<file path="config.mk">
export PLATFORM = sky130hd
export DESIGN_NAME = dpram_port_arbiter_flat
export DESIGN_NICKNAME = d
export VERILOG_FILES = /design/src/rtl/dpram_arb_pkg.sv /design/src/rtl/dpram_port_arbiter_if.sv /design/src/rtl/dpram_arb_core.sv /design/src/rtl/dpram_port_arbiter.sv /design/src/flat_wrapper.sv
export SDC_FILE = /design/constraint.sdc
export NUM_CORES = 1
export LEC_CHECK = 0
export BUFFER_PORTS_ARGS = -buffer_cell sky130_fd_sc_hd__buf_2
export CAP_MARGIN = 20
export CORE_AREA = 10 10 88 90
export DETAILED_ROUTE_END_ITERATION = 10
export DIE_AREA = 0 0 98 100
export PLACE_DENSITY = 0.7
export SYNTH_ARGS = -nofsm -noshare
export SYNTH_HDL_FRONTEND = slang
export SYNTH_HIERARCHICAL = 1
export SYNTH_SLANG_ARGS = --single-unit
</file>
<file path="constraint.sdc">
create_clock -name clk_i -period 1.2 [get_ports clk_i]
set_clock_uncertainty 0.1 [all_clocks]
set_input_delay 0.06 -clock clk_i [delete_from_list [all_inputs] [get_ports clk_i]]
set_output_delay 0.06 -clock clk_i [all_outputs]
set_load 0.005 [all_outputs]
</file>
<file path="src/rtl/dpram_arb_pkg.sv">
`default_nettype none
// ============================================================================
// Module  : dpram_arb_pkg
// Brief   : Shared types and constants for the DPRAM port arbiter.
// Revision: 1.0
// ============================================================================
package dpram_arb_pkg;

    localparam int NumReq       = 2;
    localparam int MaxDataWidth = 64;
    localparam int MaxBeWidth   = 8;
    localparam int MaxAddrWidth = 32;

    typedef enum logic [1:0] {
        IDLE = 2'd0,
        OWN0 = 2'd1,
        OWN1 = 2'd2
    } state_t;

    // Sized for the widest supported configuration; narrower ports zero-extend.
    typedef struct packed {
        logic                    we;
        logic [MaxAddrWidth-1:0] addr;
        logic [MaxDataWidth-1:0] din;
        logic [MaxBeWidth-1:0]   be;
    } req_t;

endpackage
`default_nettype wire

</file>
<file path="src/rtl/dpram_port_arbiter_if.sv">
`default_nettype none
// ============================================================================
// Module  : dpram_port_arbiter_if
// Brief   : Requester handshakes and RAM port bundle of the DPRAM arbiter.
// Revision: 1.0
// ============================================================================
interface dpram_port_arbiter_if #(
    parameter int ByteLength = 8,
    parameter int DataWidth  = 32,
    parameter int BeWidth    = DataWidth / ByteLength,
    parameter int Depth      = 1280,
    parameter int AddrWidth  = $clog2(Depth)
);
    logic                 r0_req_i,    r1_req_i;
    logic                 r0_lock_i,   r1_lock_i;
    logic                 r0_we_i,     r1_we_i;
    logic [AddrWidth-1:0] r0_addr_i,   r1_addr_i;
    logic [DataWidth-1:0] r0_din_i,    r1_din_i;
    logic [BeWidth-1:0]   r0_be_i,     r1_be_i;
    logic                 r0_gnt_o,    r1_gnt_o;
    logic                 r0_rvalid_o, r1_rvalid_o;
    logic [DataWidth-1:0] r0_rdata_o,  r1_rdata_o;
    logic [AddrWidth-1:0] ram_addr_o;
    logic [DataWidth-1:0] ram_din_o;
    logic [BeWidth-1:0]   ram_be_o;
    logic                 ram_wren_o;
    logic                 ram_rden_o;
    logic [DataWidth-1:0] ram_dout_i;

    modport slave (
        input  r0_req_i, r0_lock_i, r0_we_i, r0_addr_i, r0_din_i, r0_be_i,
        input  r1_req_i, r1_lock_i, r1_we_i, r1_addr_i, r1_din_i, r1_be_i,
        input  ram_dout_i,
        output r0_gnt_o, r0_rvalid_o, r0_rdata_o,
        output r1_gnt_o, r1_rvalid_o, r1_rdata_o,
        output ram_addr_o, ram_din_o, ram_be_o, ram_wren_o, ram_rden_o
    );

    modport master (
        output r0_req_i, r0_lock_i, r0_we_i, r0_addr_i, r0_din_i, r0_be_i,
        output r1_req_i, r1_lock_i, r1_we_i, r1_addr_i, r1_din_i, r1_be_i,
        output ram_dout_i,
        input  r0_gnt_o, r0_rvalid_o, r0_rdata_o,
        input  r1_gnt_o, r1_rvalid_o, r1_rdata_o,
        input  ram_addr_o, ram_din_o, ram_be_o, ram_wren_o, ram_rden_o
    );
endinterface
`default_nettype wire

</file>
<file path="src/rtl/dpram_arb_core.sv">
`default_nettype none
// ============================================================================
// Module  : dpram_arb_core
// Brief   : Pure next-grant logic: state, pointer, req and lock to grant and
//           next state. DPRAM_ARB_RR_EN selects round-robin over fixed priority.
// Revision: 1.0
// ============================================================================
module dpram_arb_core
    import dpram_arb_pkg::*;
(
    input  state_t            state_i,
`ifdef DPRAM_ARB_RR_EN
    input  logic              ptr_i,
    output logic              ptr_d_o,
`endif
    input  logic [NumReq-1:0] req_i,
    input  logic [NumReq-1:0] lock_i,
    output logic [NumReq-1:0] gnt_o,
    output state_t            state_d_o
);

    always_comb begin
        gnt_o     = '0;
        state_d_o = state_i;
`ifdef DPRAM_ARB_RR_EN
        ptr_d_o   = ptr_i;
`endif
        case (state_i)
            IDLE: begin
                if (req_i[0] && req_i[1]) begin
`ifdef DPRAM_ARB_RR_EN
                    gnt_o = ptr_i ? 2'b10 : 2'b01;
`else
                    gnt_o = 2'b01;
`endif
                end else begin
                    gnt_o = req_i;
                end
                if (gnt_o[0] && lock_i[0]) begin
                    state_d_o = OWN0;
                end else if (gnt_o[1] && lock_i[1]) begin
                    state_d_o = OWN1;
                end
            end
            // While owning, a dropped lock ends ownership whether or not the
            // owner is granted this cycle.
            OWN0: begin
                gnt_o = {1'b0, req_i[0]};
                if (!lock_i[0]) begin
                    state_d_o = IDLE;
                end
            end
            OWN1: begin
                gnt_o = {req_i[1], 1'b0};
                if (!lock_i[1]) begin
                    state_d_o = IDLE;
                end
            end
            default: begin
                state_d_o = IDLE;
            end
        endcase
`ifdef DPRAM_ARB_RR_EN
        if (gnt_o[0]) begin
            ptr_d_o = 1'b1;
        end else if (gnt_o[1]) begin
            ptr_d_o = 1'b0;
        end
`endif
    end

endmodule
`default_nettype wire

</file>
<file path="src/rtl/dpram_port_arbiter.sv">
`default_nettype none
// ============================================================================
// Module  : dpram_port_arbiter
// Brief   : Shares one DPRAM port between two requesters with optional lock.
//           Define DPRAM_ARB_RR_EN for round-robin, otherwise r0 has priority.
// Revision: 1.0
// ============================================================================
module dpram_port_arbiter
    import dpram_arb_pkg::*;
#(
    parameter int ByteLength = 8,
    parameter int DataWidth  = 32,
    parameter int BeWidth    = DataWidth / ByteLength,
    parameter int Depth      = 1280,
    parameter int AddrWidth  = $clog2(Depth)
) (
    input  logic                 clk_i,
    input  logic                 rstn_i,
    dpram_port_arbiter_if.slave  bus
);

    state_t            state_q, state_d;
    logic [NumReq-1:0] w_req, w_lock, w_gnt;
    req_t              w_rq [NumReq];
    req_t              w_sel;
    logic              pend_vld_q, pend_vld_d;
    logic              pend_id_q,  pend_id_d;
`ifdef DPRAM_ARB_RR_EN
    logic              ptr_q, ptr_d;
`endif

    assign w_req  = {bus.r1_req_i,  bus.r0_req_i};
    assign w_lock = {bus.r1_lock_i, bus.r0_lock_i};

    dpram_arb_core u_core (
        .state_i   (state_q),
`ifdef DPRAM_ARB_RR_EN
        .ptr_i     (ptr_q),
        .ptr_d_o   (ptr_d),
`endif
        .req_i     (w_req),
        .lock_i    (w_lock),
        .gnt_o     (w_gnt),
        .state_d_o (state_d)
    );

    always_comb begin
        w_rq[0].we   = bus.r0_we_i;
        w_rq[0].addr = MaxAddrWidth'(bus.r0_addr_i);
        w_rq[0].din  = MaxDataWidth'(bus.r0_din_i);
        w_rq[0].be   = MaxBeWidth'(bus.r0_be_i);
        w_rq[1].we   = bus.r1_we_i;
        w_rq[1].addr = MaxAddrWidth'(bus.r1_addr_i);
        w_rq[1].din  = MaxDataWidth'(bus.r1_din_i);
        w_rq[1].be   = MaxBeWidth'(bus.r1_be_i);
    end

    // Ungranted cycles present an all-zero request to the RAM port.
    always_comb begin
        w_sel = '0;
        if (w_gnt[0]) begin
            w_sel = w_rq[0];
        end else if (w_gnt[1]) begin
            w_sel = w_rq[1];
        end
    end

    assign bus.r0_gnt_o   = w_gnt[0];
    assign bus.r1_gnt_o   = w_gnt[1];
    assign bus.ram_addr_o = AddrWidth'(w_sel.addr);
    assign bus.ram_din_o  = DataWidth'(w_sel.din);
    assign bus.ram_be_o   = BeWidth'(w_sel.be);
    assign bus.ram_wren_o = w_sel.we;
    assign bus.ram_rden_o = (|w_gnt) & ~w_sel.we;

    assign pend_vld_d = bus.ram_rden_o;
    assign pend_id_d  = w_gnt[1];

    assign bus.r0_rvalid_o = pend_vld_q & ~pend_id_q;
    assign bus.r1_rvalid_o = pend_vld_q &  pend_id_q;
    assign bus.r0_rdata_o  = bus.r0_rvalid_o ? bus.ram_dout_i : '0;
    assign bus.r1_rdata_o  = bus.r1_rvalid_o ? bus.ram_dout_i : '0;

    always_ff @(posedge clk_i or negedge rstn_i) begin
        if (!rstn_i) begin
            state_q    <= IDLE;
            pend_vld_q <= 1'b0;
            pend_id_q  <= 1'b0;
        end else begin
            state_q    <= state_d;
            pend_vld_q <= pend_vld_d;
            pend_id_q  <= pend_id_d;
        end
    end

`ifdef DPRAM_ARB_RR_EN
    always_ff @(posedge clk_i or negedge rstn_i) begin
        if (!rstn_i) begin
            ptr_q <= 1'b0;
        end else begin
            ptr_q <= ptr_d;
        end
    end
`endif

endmodule
`default_nettype wire

</file>
<file path="src/flat_wrapper.sv">
// flat-port wrapper written by rule: the top's interface ports become plain ports
module dpram_port_arbiter_flat import dpram_arb_pkg::*;
#(
    parameter int ByteLength = 8,
    parameter int DataWidth  = 32,
    parameter int BeWidth    = DataWidth / ByteLength,
    parameter int Depth      = 1280,
    parameter int AddrWidth  = $clog2(Depth)
)
  (clk_i, rstn_i, bus_r0_req_i, bus_r0_lock_i, bus_r0_we_i, bus_r0_addr_i, bus_r0_din_i, bus_r0_be_i, bus_r1_req_i, bus_r1_lock_i, bus_r1_we_i, bus_r1_addr_i, bus_r1_din_i, bus_r1_be_i, bus_ram_dout_i, bus_r0_gnt_o, bus_r0_rvalid_o, bus_r0_rdata_o, bus_r1_gnt_o, bus_r1_rvalid_o, bus_r1_rdata_o, bus_ram_addr_o, bus_ram_din_o, bus_ram_be_o, bus_ram_wren_o, bus_ram_rden_o);
  dpram_port_arbiter_if #(.ByteLength(ByteLength), .DataWidth(DataWidth), .BeWidth(BeWidth), .Depth(Depth), .AddrWidth(AddrWidth)) bus_i ();
  input  logic clk_i;
  input  logic rstn_i;
  input wire logic [$bits(bus_i.r0_req_i)-1:0] bus_r0_req_i;
  input wire logic [$bits(bus_i.r0_lock_i)-1:0] bus_r0_lock_i;
  input wire logic [$bits(bus_i.r0_we_i)-1:0] bus_r0_we_i;
  input wire logic [$bits(bus_i.r0_addr_i)-1:0] bus_r0_addr_i;
  input wire logic [$bits(bus_i.r0_din_i)-1:0] bus_r0_din_i;
  input wire logic [$bits(bus_i.r0_be_i)-1:0] bus_r0_be_i;
  input wire logic [$bits(bus_i.r1_req_i)-1:0] bus_r1_req_i;
  input wire logic [$bits(bus_i.r1_lock_i)-1:0] bus_r1_lock_i;
  input wire logic [$bits(bus_i.r1_we_i)-1:0] bus_r1_we_i;
  input wire logic [$bits(bus_i.r1_addr_i)-1:0] bus_r1_addr_i;
  input wire logic [$bits(bus_i.r1_din_i)-1:0] bus_r1_din_i;
  input wire logic [$bits(bus_i.r1_be_i)-1:0] bus_r1_be_i;
  input wire logic [$bits(bus_i.ram_dout_i)-1:0] bus_ram_dout_i;
  output wire logic [$bits(bus_i.r0_gnt_o)-1:0] bus_r0_gnt_o;
  output wire logic [$bits(bus_i.r0_rvalid_o)-1:0] bus_r0_rvalid_o;
  output wire logic [$bits(bus_i.r0_rdata_o)-1:0] bus_r0_rdata_o;
  output wire logic [$bits(bus_i.r1_gnt_o)-1:0] bus_r1_gnt_o;
  output wire logic [$bits(bus_i.r1_rvalid_o)-1:0] bus_r1_rvalid_o;
  output wire logic [$bits(bus_i.r1_rdata_o)-1:0] bus_r1_rdata_o;
  output wire logic [$bits(bus_i.ram_addr_o)-1:0] bus_ram_addr_o;
  output wire logic [$bits(bus_i.ram_din_o)-1:0] bus_ram_din_o;
  output wire logic [$bits(bus_i.ram_be_o)-1:0] bus_ram_be_o;
  output wire logic [$bits(bus_i.ram_wren_o)-1:0] bus_ram_wren_o;
  output wire logic [$bits(bus_i.ram_rden_o)-1:0] bus_ram_rden_o;
  assign bus_i.r0_req_i = bus_r0_req_i;
  assign bus_i.r0_lock_i = bus_r0_lock_i;
  assign bus_i.r0_we_i = bus_r0_we_i;
  assign bus_i.r0_addr_i = bus_r0_addr_i;
  assign bus_i.r0_din_i = bus_r0_din_i;
  assign bus_i.r0_be_i = bus_r0_be_i;
  assign bus_i.r1_req_i = bus_r1_req_i;
  assign bus_i.r1_lock_i = bus_r1_lock_i;
  assign bus_i.r1_we_i = bus_r1_we_i;
  assign bus_i.r1_addr_i = bus_r1_addr_i;
  assign bus_i.r1_din_i = bus_r1_din_i;
  assign bus_i.r1_be_i = bus_r1_be_i;
  assign bus_i.ram_dout_i = bus_ram_dout_i;
  assign bus_r0_gnt_o = bus_i.r0_gnt_o;
  assign bus_r0_rvalid_o = bus_i.r0_rvalid_o;
  assign bus_r0_rdata_o = bus_i.r0_rdata_o;
  assign bus_r1_gnt_o = bus_i.r1_gnt_o;
  assign bus_r1_rvalid_o = bus_i.r1_rvalid_o;
  assign bus_r1_rdata_o = bus_i.r1_rdata_o;
  assign bus_ram_addr_o = bus_i.ram_addr_o;
  assign bus_ram_din_o = bus_i.ram_din_o;
  assign bus_ram_be_o = bus_i.ram_be_o;
  assign bus_ram_wren_o = bus_i.ram_wren_o;
  assign bus_ram_rden_o = bus_i.ram_rden_o;
  dpram_port_arbiter #(.ByteLength(ByteLength), .DataWidth(DataWidth), .BeWidth(BeWidth), .Depth(Depth), .AddrWidth(AddrWidth)) u_core (.clk_i(clk_i), .rstn_i(rstn_i), .bus(bus_i));
endmodule
</file>
==> results.py, run 1 <==
metrics = {
    "outcome": {
        "status": "finished, violations left",
        "violations": "negative setup slack",
    },
    "clocking": {
        "numCtsBuffers": 3,
        "path_clk_slew_ps": 30,
        "clockBufferDepth": 2,
        "cts_tree": "yes",
        "worst_skew_pair.late_latency_ps": 210,
        "cts.root.buffer_cell": "clkbuf_8",
        "cts.sinks": 4,
        "h-tree-depth": 1,
    },
    "floorplan": {
        "fp.dieW_um": 98,
        "num_rows": 29,
        "num_io_pins": 251,
        "die_area_mm2": 0.009800,
        "fp.dieH_um": 100,
        "core-area_mm2": 0.006132,
        "start_util": 0.1863,
    },
    "power_and_ir_drop": {
        "clockPowerShare": 0.160,
        "p_int_mw": 1.146,
        "switching_share": 0.3397,
        "leakage_nw": 1.971,
        "total_power_mw": 1.736,
        "combPwrFrac": 0.747,
        "worst_ir_drop_vdd_mv": 0.4004,
        "power_density_mw_per_mm2": 498.8,
        "power_frac_seq": 0.093,
        "power.switching_mw": 0.5895,
    },
    "placed_design": {
        "place.gp.congestion": 0.8121,
        "pre_cts_ws_ps": -325.9,
        "portBuffers": 250,
        "hpwlAfterDp_um": 7769,
        "dp.cells": 471,
    },
    "setup_path": {
        "r2r-start": "u_core/state_q[1]$_DFF_PN0_",
        "reg2reg_slack_ps": -150,
        "crit_path_start_kind": "flop",
        "crit_chain": "nor2b_4 -> nor3b_4 -> nor2b_4 -> buf_12 -> a22o_1 -> buf_2",
        "cp.required_ps": 1040,
        "path_common_cell": "nor2b_4",
        "r2r_cells": 5,
        "crit_path_start": "u_core/state_q[1]$_DFF_PN0_",
        "worstSetupPathType": "reg -> out",
        "cpMaxStageDelayCell": "dfrtp_1",
        "end_kind": "output port",
        "crit_fanout": 27,
        "r2r-end": "u_core/pend_vld_q$_DFF_PN0_",
        "cp.arrival_ps": 1530,
        "crit_path_max_incr_delay_ps": 370,
    },
    "global_routing": {
        "grt_overflow": 0,
        "grt_pass1_wl_um": 13710,
        "grt_max_degree": 34,
        "grt_pass1_vias": 2450,
        "track_usage": 0.1720,
        "antenna_found_initial": 0,
    },
    "final_layout": {
        "fill_cells": 529,
        "drive_gt1_frac": 0.8197,
        "layout_commonest_cell": "buf_2",
        "final_cell_mix": "buf_2 (197), buf_6 (59), a22o_1 (45), and3_4 (29), and2_4 (18)",
        "nNetsFinal": 552,
        "n_antenna_cell": 0,
        "area_growth_pct": 204.6,
        "instances_no_fill": 493,
    },
    "flow_run": {
        "maxCapViolCount": 0,
    },
    "sta": {
        "fin_ws_ps": -494.4,
        "worst_slew_pin_slew_ps": 221.8,
        "maxSlewViolCount": 0,
        "hold_viol_final": 0,
        "tns_ps": -37870,
        "rsz0062_at_grt": "true",
        "timing.fmax_mhz": 590.2,
        "finalCritPeriodShare": 1.412,
        "slew_headroom": 0.8521,
        "setup_viol": 118,
        "fin_crit_ps": 1694,
    },
    "yosys": {
        "syn_nets": 285,
        "ys_ff_latch": 4,
        "yosysSeqAreaShare": 0.08762,
        "synth_cell_types": 17,
        "syn_area_per_cell_um2": 7.565,
        "syn_area_mm2": 0.001142,
        "yosys_warnings": 6,
        "synthCells": 151,
    },
    "routing": {
        "firstDrtPassIters": 4,
        "wl_per_cell_um": 20.98,
        "vias": 2321,
        "postRouteAntennaNets": 0,
        "wirelength_um": 10340,
        "dr.first_iter.drc_count": 59,
        "via_per_inst": 4.708,
        "drc": 0,
    },
    "worst_hold_path": {
        "holdPathStages": 2,
        "hold_start": "bus_r0_lock_i",
        "min_path_type": "in -> reg",
        "worstHoldEndpoint": "u_core/state_q[0]$_DFF_PN0_",
    },
}
## worst max-delay path, delay by kind of cell (launching register included)
family / cells / cell delay (ps)
AND/OR/NAND/NOR: 3 / 490
flip-flops: 1 / 370
buffers and inverters: 2 / 310
AO/OA/AOI/OAI: 1 / 140
## flip-flops by register name (all words and copies together), names as in the netlist
register           count
u_core/pend_id_q       1
u_core/pend_vld_q      1
u_core/state_q         2
## power groups by stage
stage	logic, mW	clock network, mW	registers, mW
floorplan	0.365	0	0.159
global placement	0.912	0	0.156
global route	1.40	0.304	0.162
CTS	1.13	0.289	0.160
finish	1.30	0.278	0.161
detailed placement	0.923	0	0.157
## cells by family after synthesis
family | synth area share
compound gates | 0.3812
simple gates | 0.4250
buf+inv | 0.1062
flops | 0.08763
## what timing repair did
action	in CTS	in global routing
endpoints found under the hold margin	5	0
cloned	5	6
hold buffers	2	0
endpoints found under the setup margin	118	118
setup buffers	7	7
gates resized for setup	63	70
pin swaps	2	27
## cell type report
cell class | instances | area (um2) | share of cell area
timing repair buffer | 282 | 2078 | 0.5973
multi-input combinational | 124 | 1150 | 0.3305
sequential | 4 | 102.6 | 0.02949
tap | 77 | 96.34 | 0.02769
clock buffer | 3 | 41.29 | 0.01187
inverter | 3 | 11.26 | 0.003236
## synthesized netlist by cell type
cell	n	area share
a22o_1	48	0.37
and2_1	33	0.18
and3_1	32	0.18
clkbuf_1	9	0.030
buf_2	7	0.031
dfrtp_1	4	0.088
buf_6	3	0.030
inv_1	3	0.0099
nor2b_4	3	0.036
nand2_1	2	0.0066
buf_4	1	0.0066
nor2_1	1	0.0033
nor2b_1	1	0.0055
nor3b_1	1	0.0066
nor3b_2	1	0.011
o211a_1	1	0.0088
o21ai_1	1	0.0044
## how the worst max path moves through the flow
stage,slack (ps),depth (start not counted),endpoint
after floorplan,-200,6,bus_ram_addr_o[0]
after global placement,-330,6,bus_ram_din_o[7]
after CTS,-530,6,bus_ram_din_o[7]
after detailed placement,-330,6,bus_ram_din_o[7]
final,-490,6,bus_ram_din_o[22]
after global routing,-570,6,bus_ram_din_o[31]
## per-stage QoR
step	hold WS (ps)	instance area (um2)	util
final	9.626	3480	0.5674
after detailed placement	-225.0	2534	0.4132
after CTS	7.318	3099	0.5054
after floorplan	-335.6	1149	-
after global placement	-221.9	2534	0.4132
after global routing	1.435	3480	0.5674
## layer usage
layer / wire [um] / GRT usage / up-vias
met2: 5386 / 0.3117 / 168
li1: - / - / 1098
met4: 108 / 0.04139 / 0
met1: 3558 / 0.1715 / 1047
met3: 1291 / 0.08723 / 8
met5: 0 / 0 / -
(Power assumes the default switching activity.)
==> run 2, diff against run 1 <==
--- a/config.mk
+++ b/config.mk
@@ -11,6 +11,7 @@
 export DETAILED_ROUTE_END_ITERATION = 10
 export DIE_AREA = 0 0 98 100
 export PLACE_DENSITY = 0.7
+export SKIP_CTS_REPAIR_TIMING = 1
 export SYNTH_ARGS = -nofsm -noshare
 export SYNTH_HDL_FRONTEND = slang
 export SYNTH_HIERARCHICAL = 1
==> run 2 against run 1 <==
Against the previous run: the flow finishes with violations (negative hold slack, negative setup slack); final cell count decreased by 2.8%; count of clock-buffer cells in the layout unchanged; register-to-register slack about the same; fmax is 0.43% lower; design area fell by 22%; combinational power fell by 25%; largest cell class unchanged.
==> results.py, run 2 (synthesis results as in run 1) <==
metrics = {
    "routing": {
        "wirelength_um": 8627,
        "vias": 2217,
        "drc": 0,
        "wl_per_cell_um": 18.01,
        "via_per_inst": 4.628,
        "postRouteAntennaNets": 0,
        "firstDrtPassIters": 7,
        "dr.first_iter.drc_count": 72,
    },
    "final_layout": {
        "final_cell_mix": "buf_2 (245), a22o_1 (46), and2_1 (33), and3_1 (32), buf_6 (9)",
        "n_antenna_cell": 0,
        "drive_gt1_frac": 0.6891,
        "layout_commonest_cell": "buf_2",
        "regMostFlops": "u_core/state_q",
        "fill_cells": 625,
        "finish.utilization": 0.4420,
        "largestRegisters": "u_core/state_q (2), u_core/pend_id_q (1), u_core/pend_vld_q (1)",
        "nNetsFinal": 538,
        "area_growth_pct": 137.2,
        "largest_reg_flops": 2,
    },
    "sta": {
        "slew_headroom": 0.8526,
        "fin_crit_ps": 1702,
        "timing.fmax_mhz": 587.6,
        "maxSlewViolCount": 0,
        "worst_slew_pin_slew_ps": 221.1,
        "finalCritPeriodShare": 1.418,
        "hold_viol_final": 1,
        "fin_ws_ps": -501.7,
        "setup_viol": 118,
        "rsz0062_at_grt": "true",
        "hold_ws_ps": -0.1978,
    },
    "setup_path": {
        "crit_path_max_incr_delay_ps": 370,
        "cp.required_ps": 1040,
        "path_common_cell": "nor2b_4",
        "crit_fanout": 27,
        "crit_chain": "nor2b_4 -> nor3b_4 -> nor2b_4 -> buf_12 -> a22o_1 -> buf_2",
        "reg2reg_slack_ps": -150,
        "r2r-end": "u_core/pend_vld_q$_DFF_PN0_",
        "worstSetupPathType": "reg -> out",
        "cpMaxStageDelayCell": "dfrtp_1",
        "crit_path_start_kind": "flop",
        "end_kind": "output port",
        "cp_top_family": "simple AND/OR/NAND/NOR gates",
        "cp.arrival_ps": 1540,
        "crit_path_start": "u_core/state_q[1]$_DFF_PN0_",
        "path_buf_inv": 2,
        "r2r_cells": 5,
        "r2r-start": "u_core/state_q[1]$_DFF_PN0_",
    },
    "clocking": {
        "clockBufferDepth": 2,
        "cts_tree": "yes",
        "h-tree-depth": 1,
        "numCtsBuffers": 3,
        "cts.sinks": 4,
        "cts.root.buffer_cell": "clkbuf_8",
        "worst_skew_pair.late_latency_ps": 210,
        "path_clk_slew_ps": 30,
    },
    "power_and_ir_drop": {
        "leakage_nw": 1.836,
        "worst_ir_drop_vdd_mv": 0.3773,
        "total_power_mw": 1.411,
        "power_density_mw_per_mm2": 520.6,
    },
    "global_routing": {
        "grt_overflow": 0,
        "grt_max_degree": 34,
        "antenna_found_initial": 0,
        "grt_pass1_vias": 2280,
        "track_usage": 0.1548,
        "grt_pass1_wl_um": 12450,
    },
    "outcome": {
        "violations": "negative hold slack, negative setup slack",
        "status": "finished, violations left",
    },
    "worst_hold_path": {
        "worstHoldEndpoint": "u_core/state_q[1]$_DFF_PN0_",
        "min_path_type": "in -> reg",
        "holdPathStages": 2,
        "hold_start": "bus_r1_lock_i",
    },
    "placed_design": {
        "portBuffers": 250,
        "place.gp.congestion": 0.8121,
        "hpwlAfterDp_um": 7769,
    },
    "floorplan": {
        "fp.dieW_um": 98,
        "die_area_mm2": 0.009800,
        "start_util": 0.1863,
        "num_rows": 29,
        "fp.dieH_um": 100,
        "num_io_pins": 251,
        "core-area_mm2": 0.006132,
    },
    "flow_run": {
        "maxCapViolCount": 0,
    },
}
run 2: cell count changes in the layout (fill, tap and decap cells not counted), moves of 18 or more:
cell,delta
and2_1,+18
and2_4,-18
and3_1,+29
and3_4,-29
buf_6,-50
buf_2,+48
run 2: worst max path at each step:
stage          depth (start not counted)  slack, ps           endpoint
2_1_floorplan                          6       -200  bus_ram_addr_o[0]
3_3_place_gp                           6       -330   bus_ram_din_o[7]
3_5_place_dp                           6       -330   bus_ram_din_o[7]
4_1_cts                                6       -560   bus_ram_din_o[7]
5_1_grt                                6       -570  bus_ram_din_o[31]
6_report                               6       -500  bus_ram_din_o[22]
run 2: area by class of cell:
cell class / count / area [um2] / share of cell area
timing repair buffer: 268 / 1515 / 0.5591
multi-input combinational: 124 / 944.7 / 0.3486
tap: 77 / 96.34 / 0.03555
clock buffer: 3 / 41.29 / 0.01524
inverter: 3 / 11.26 / 0.004155
sequential: 4 / 101.3 / 0.03740
run 2: routing by layer:
layer | global-route usage | wire length, um | vias to the layer above | part of all wire
li1 | - | - | 1068 | -
met1 | 0.1576 | 3097 | 973 | 0.36
met2 | 0.2873 | 4365 | 174 | 0.51
met3 | 0.07212 | 1131 | 2 | 0.13
met4 | 0.02349 | 34 | 0 | 0.0039
met5 | 0 | 0 | - | 0
run 2: metrics by stage:
stage               TNS (ps)  instances  instance area (um2)  worst slack, ps  hold slack, ps
floorplan              -7749        151                 1149           -198.7          -335.6
global placement      -11140        471                 2534           -328.7          -221.9
detailed placement    -11850        471                 2534           -325.9          -225.0
CTS                   -32140        474                 2575           -559.7          -455.3
global route          -36580        479                 2710           -574.5           1.435
finish                -29480        479                 2710           -501.7         -0.1978
run 2: power breakdown:
| part | internal, mW | total, mW | switching (mW) |
|---|---|---|---|
| registers | 0.146 | 0.157 | 0.0109 |
| logic | 0.564 | 0.976 | 0.411 |
| clock network | 0.213 | 0.278 | 0.0647 |
| total | 0.924 | 1.41 | 0.487 |
